--- src/rtl/mips_cpu_bus_pkg.sv ---
// Shared types and constants for the MIPS CPU memory-bus arbiter.
package mips_cpu_bus_pkg;

    typedef enum logic [1:0] {IDLE, CMD, RESP, DONE} state_t;
    typedef enum logic {PORT_I, PORT_D} port_t;

    localparam int         MEM_ADDR_W = 24;
    localparam logic [3:0] BYTEEN_ALL = 4'b1111;

endpackage

--- src/rtl/mips_cpu_bus_arbiter.sv ---
// Arbitrates instruction-fetch and data ports onto one wait-stalled memory bus.
// Define MIPS_CPU_BUS_ARB_RR_EN for round-robin on simultaneous requests (default: d over i).
module mips_cpu_bus_arbiter
    import mips_cpu_bus_pkg::*;
#(
    parameter int WAIT_MAX = 255
) (
    input  logic                  clk,
    input  logic                  reset_n,
    input  logic                  i_req,
    input  logic [31:0]           i_addr,
    output logic                  i_done,
    input  logic                  d_req,
    input  logic                  d_write,
    input  logic [31:0]           d_addr,
    input  logic [3:0]            d_byteenable,
    input  logic [31:0]           d_writedata,
    output logic                  d_done,
    output logic [31:0]           rdata,
    output logic                  err,
    output logic                  m_read,
    output logic                  m_write,
    output logic [MEM_ADDR_W-1:0] m_addr,
    output logic [3:0]            m_byteenable,
    output logic [31:0]           m_writedata,
    input  logic                  m_waitrequest,
    input  logic [31:0]           m_readdata
);

    localparam logic [7:0] WAIT_LIM = 8'(WAIT_MAX);

    state_t     state;
    port_t      grant;
    logic       is_write;
    logic       null_cmd;
    logic [7:0] wait_cnt;
    logic       pick_d;
    logic       unused_addr_hi;

    assign unused_addr_hi = ^{i_addr[31:MEM_ADDR_W], d_addr[31:MEM_ADDR_W]};

`ifdef MIPS_CPU_BUS_ARB_RR_EN
    port_t last_grant;

    always_comb begin
        pick_d = d_req && (!i_req || last_grant == PORT_I);
    end
`else
    always_comb begin
        pick_d = d_req;
    end
`endif

    always_ff @(posedge clk or negedge reset_n) begin
        if (!reset_n) begin
            state        <= IDLE;
            grant        <= PORT_I;
            is_write     <= 1'b0;
            null_cmd     <= 1'b0;
            wait_cnt     <= 8'd0;
            i_done       <= 1'b0;
            d_done       <= 1'b0;
            err          <= 1'b0;
            rdata        <= '0;
            m_read       <= 1'b0;
            m_write      <= 1'b0;
            m_addr       <= '0;
            m_byteenable <= '0;
            m_writedata  <= '0;
`ifdef MIPS_CPU_BUS_ARB_RR_EN
            last_grant   <= PORT_I;
`endif
        end else begin
            case (state)
                IDLE: begin
                    if (i_req || d_req) begin
                        wait_cnt    <= 8'd0;
                        m_writedata <= d_writedata;
`ifdef MIPS_CPU_BUS_ARB_RR_EN
                        last_grant  <= pick_d ? PORT_D : PORT_I;
`endif
                        if (pick_d) begin
                            grant        <= PORT_D;
                            is_write     <= d_write;
                            m_addr       <= d_addr[MEM_ADDR_W-1:0];
                            m_byteenable <= d_byteenable;
                            // No lanes enabled: nothing to put on the bus, finish with zero data.
                            if (d_byteenable == 4'b0000) begin
                                null_cmd <= 1'b1;
                                state    <= RESP;
                            end else begin
                                m_read  <= !d_write;
                                m_write <= d_write;
                                state   <= CMD;
                            end
                        end else begin
                            grant        <= PORT_I;
                            is_write     <= 1'b0;
                            m_addr       <= i_addr[MEM_ADDR_W-1:0];
                            m_byteenable <= BYTEEN_ALL;
                            m_read       <= 1'b1;
                            state        <= CMD;
                        end
                    end
                end
                CMD: begin
                    if (!m_waitrequest) begin
                        m_read  <= 1'b0;
                        m_write <= 1'b0;
                        if (is_write) begin
                            i_done <= (grant == PORT_I);
                            d_done <= (grant == PORT_D);
                            err    <= 1'b0;
                            state  <= DONE;
                        end else begin
                            state <= RESP;
                        end
                    end else if (wait_cnt == WAIT_LIM) begin
                        m_read  <= 1'b0;
                        m_write <= 1'b0;
                        rdata   <= '0;
                        i_done  <= (grant == PORT_I);
                        d_done  <= (grant == PORT_D);
                        err     <= 1'b1;
                        state   <= DONE;
                    end else begin
                        wait_cnt <= wait_cnt + 8'd1;
                    end
                end
                RESP: begin
                    rdata    <= null_cmd ? 32'd0 : m_readdata;
                    null_cmd <= 1'b0;
                    i_done   <= (grant == PORT_I);
                    d_done   <= (grant == PORT_D);
                    err      <= 1'b0;
                    state    <= DONE;
                end
                DONE: begin
                    i_done <= 1'b0;
                    d_done <= 1'b0;
                    err    <= 1'b0;
                    state  <= IDLE;
                end
                default: state <= IDLE;
            endcase
        end
    end

endmodule

--- config.mk ---
export PLATFORM = sky130hd
export DESIGN_NAME = mips_cpu_bus_arbiter
export DESIGN_NICKNAME = d
export VERILOG_FILES = /design/src/rtl/mips_cpu_bus_pkg.sv /design/src/rtl/mips_cpu_bus_arbiter.sv
export SDC_FILE = /design/constraint.sdc
export NUM_CORES = 1
export LEC_CHECK = 0
export CAP_MARGIN = 30
export CORE_ASPECT_RATIO = 1.75
export CORE_MARGIN = 4
export CORE_UTILIZATION = 43
export CTS_CLUSTER_DIAMETER = 100
export DETAILED_ROUTE_END_ITERATION = 16
export MAX_ROUTING_LAYER = met4
export PLACE_DENSITY = 0.85
export SYNTH_ARGS = -nofsm -noshare
export SYNTH_HDL_FRONTEND = slang
export SYNTH_SLANG_ARGS = --single-unit
--- constraint.sdc ---
create_clock -name clk -period 3.5 [get_ports clk]
set_input_delay 0.35 -clock clk [delete_from_list [all_inputs] [get_ports clk]]
set_output_delay 0.35 -clock clk [all_outputs]
set_load 0.05 [all_outputs]
==> impl_metrics.csv <==
group,metric,value,unit
outcome,status,"finished clean",
synth,postSynthAreaPerCell,10.49,um^2
clock_network,clk_latency,340,ps
synth,syn_area,4689,um^2
worst_setup_path,worst-path-max-fanout,20,
synth,synth_cells,447,
synth,synthSimpleGateAreaFrac,0.1590,
clock_network,cts.sinks,110,
clock_network,cts_max_level,3,
pwr,leakage,3.295,nW
sta,slew_viol_final,0,
synth,muxShareOfSynthArea,0.06270,
worst_setup_path,worstSetupEndpointType,"flip-flop",
sta,rsz0062_at_grt,"no",
clock_network,cts_hold_buf,0,
drt,first_pass_iters,4,
floorplanning,io_pins,235,
worst_setup_path,critPathArrivalTime,2910,ps
sta,min_period_over_period,0.7517,
drt,drtIter0Drc,206,
synth,yosysSeqAreaShare,0.5870,
floorplanning,die_x,86.94,um
synth,synth_area_leader_cell,"dfrtp_1",
global_routing,grt_pass1_vias,4383,
clock_network,cts_tree,"built",
sta,fin_crit,2631,ps
clock_network,cts.repair.resized,0,
drt,ant_nets,0,
final_layout,finalNetCount,799,
floorplanning,core_area,10700,um^2
job,maxCapViolCount,0,
placed_design,place_area,6970,um^2
floorplanning,die_h,146.2,um
synth,ys_ff_latch,110,
synth,synth_compound_area_frac,0.1409,
final_layout,n_antenna_cell,0,
worst_setup_path,crit_required,3780,ps
global_routing,grt_first_pass_wirelength,21.36,mm
global_routing,grt_max_degree,85,
synth,yosys_warnings,0,
drt,vias,4144,
global_routing,overflow,0,
synth,syn-num-nets,591,
sta,tns,0,ps
clock_network,post_cts_buffers,0,
clock_network,cts-root-buf,"clkbuf_16",
drt,drc_errors,0,
global_routing,grt_util_met1,0.2426,
clock_network,cts.clk_slew.worst_paths,70,ps
global_routing,grt_util_met2,0.3839,
sta,maxSlewHeadroom,0.4481,
placed_design,gp_congestion,0.7662,
drt,wl_per_cell,16.89,um
clock_network,cts_inserted_buffers,9,
sta,holdWs,39.39,ps
global_routing,grt.met3_usage,0.04630,
global_routing,antenna_found_initial,0,
final_layout,n_fill_cell,805,
final_layout,final_cell_mix,"clkdlybuf4s50_1, dfrtp_1, nand2_1",
final_layout,drive_gt1_frac,0.04552,
placed_design,portBuffers,218,
final_layout,final_common_cell,"clkdlybuf4s50_1",
sta,final-hold-violation-count,0,
drt,drt-total-wl,13.33,mm
pwr,peakVddDrop,577.6,uV
synth,ys_types,39,
sta,fin_worst_skew,8.215,ps
floorplanning,num_rows,50,
drt,viasPerCell,5.252,
pwr,power_density,1041,nW/um^2
final_layout,syn_to_final_growth,54.46,%
global_routing,grt_usage,0.2201,
sta,tightestPinTransition,827.9,ps
placed_design,dp_hpwl,10.14,mm
synth,synth_fa_ha_area_frac,0.01601,
clock_network,clock_path_buffers,2,
sta,setup_viol,0,
floorplanning,die-area,12710,um^2
worst_setup_path,critPathKind,"reg2reg",
sta,max_freq,0.3801,GHz
synth,synth-xor-area-share,0,
hold_path,min_path_type,"in2async",
global_routing,top_usage_layer,"met2",
worst_setup_path,crit_path_start_kind,"flip-flop",
synth,synth_top_area_frac,0.5870,
floorplanning,start_util,0.4384,
synth,synth_top_family_by_area,"simple AND/OR/NAND/NOR gates",
final_layout,postLayoutCellArea,7243,um^2
synth,synthTopCellsByArea,"dfrtp_1, nand2_1, a22o_1",
-- report_power, final --
part	total [W]	switching [W]	internal, W
Combinational	0.00444	0.00291	0.00153
Clock	0.000942	0.000456	0.000485
Sequential	0.00216	0.000321	0.00184
-- state kept, by name (all words and copies together) (netlist names), 2 cells and up --
register,flops
m_addr,24
m_byteenable,4
m_writedata,32
rdata,32
state,2
wait_cnt,8
-- critical path: stages (launching register included) --
cell,delay (ps)
dfrtp_1,420
inv_1,120
ha_1,490
or3b_1,500
nand2_1,530
buf_4,350
nand2_1,90
nand2_1,80
-- logic make-up (layout without fill, tap and decap cells) --
group / count (synthesis) / after routing
compound gates: 94 / 94
buf+inv: 33 / 245
fa+ha+maj: 6 / 6
mux: 29 / 29
simple gates: 175 / 175
flops: 110 / 110
-- cell usage after synthesis (all sizes together) --
cell type,count
clkbuf,9
nor2,34
a311o,1
and4,2
nor4,4
a32o,1
o21ai,10
o211ai,1
inv,6
a221o,2
a21boi,1
ha,6
a21o,2
nor2b,2
a31oi,5
o22a,1
nand2,108
mux2,3
a21oi,30
and3,5
nand3,8
nand4,1
a211o,1
or3b,1
o21a,3
and2,2
or4,1
buf,18
a2bb2oi,2
a22o,33
nor3b,2
o31ai,1
dfrtp,110
mux2i,26
nor3,5
-- area by class of cell --
cell class | count | area [um^2] | share of cell area
clock inverter | 6 | 47.55 | 0.006564
sequential | 110 | 2753 | 0.3800
inverter | 6 | 22.52 | 0.003109
timing repair buffer | 224 | 2252 | 0.3109
tap | 130 | 162.7 | 0.02246
clock buffer | 9 | 225.2 | 0.03109
multi-input combinational | 304 | 1780 | 0.2458
-- per-stage QoR --
stage,utilization,cells,total power (W),worst slack [ps]
2_1_floorplan,-,447,0.005065,1689
3_3_place_gp,0.6490,773,0.006477,974.8
3_5_place_dp,0.6516,774,0.006641,880.8
4_1_cts,0.6771,789,0.007609,860.3
5_1_grt,0.6771,789,0.007964,628.3
6_report,0.6771,789,0.007541,868.9
-- final timing paths --
kind	from	to	slack (ps)	depth (start not counted)
worst max-delay path	state[1]	m_writedata[5]	870	7
worst min-delay path	reset_n	wait_cnt[6]	40	1
worst max register to register	state[1]	m_writedata[5]	870	7
worst min register to register	m_writedata[8]	m_writedata[8]	470	2
max in group asynchronous	reset_n	m_writedata[30]	2730	2
min in group clk	m_writedata[8]	m_writedata[8]	470	2
-- metal layers --
layer	vias up	routed length (um)
met2	181	7244
met4	0	276
met3	18	909
li1	1956	-
met1	1989	4901
met5	-	0
Power figures use the tool's default switching activity.
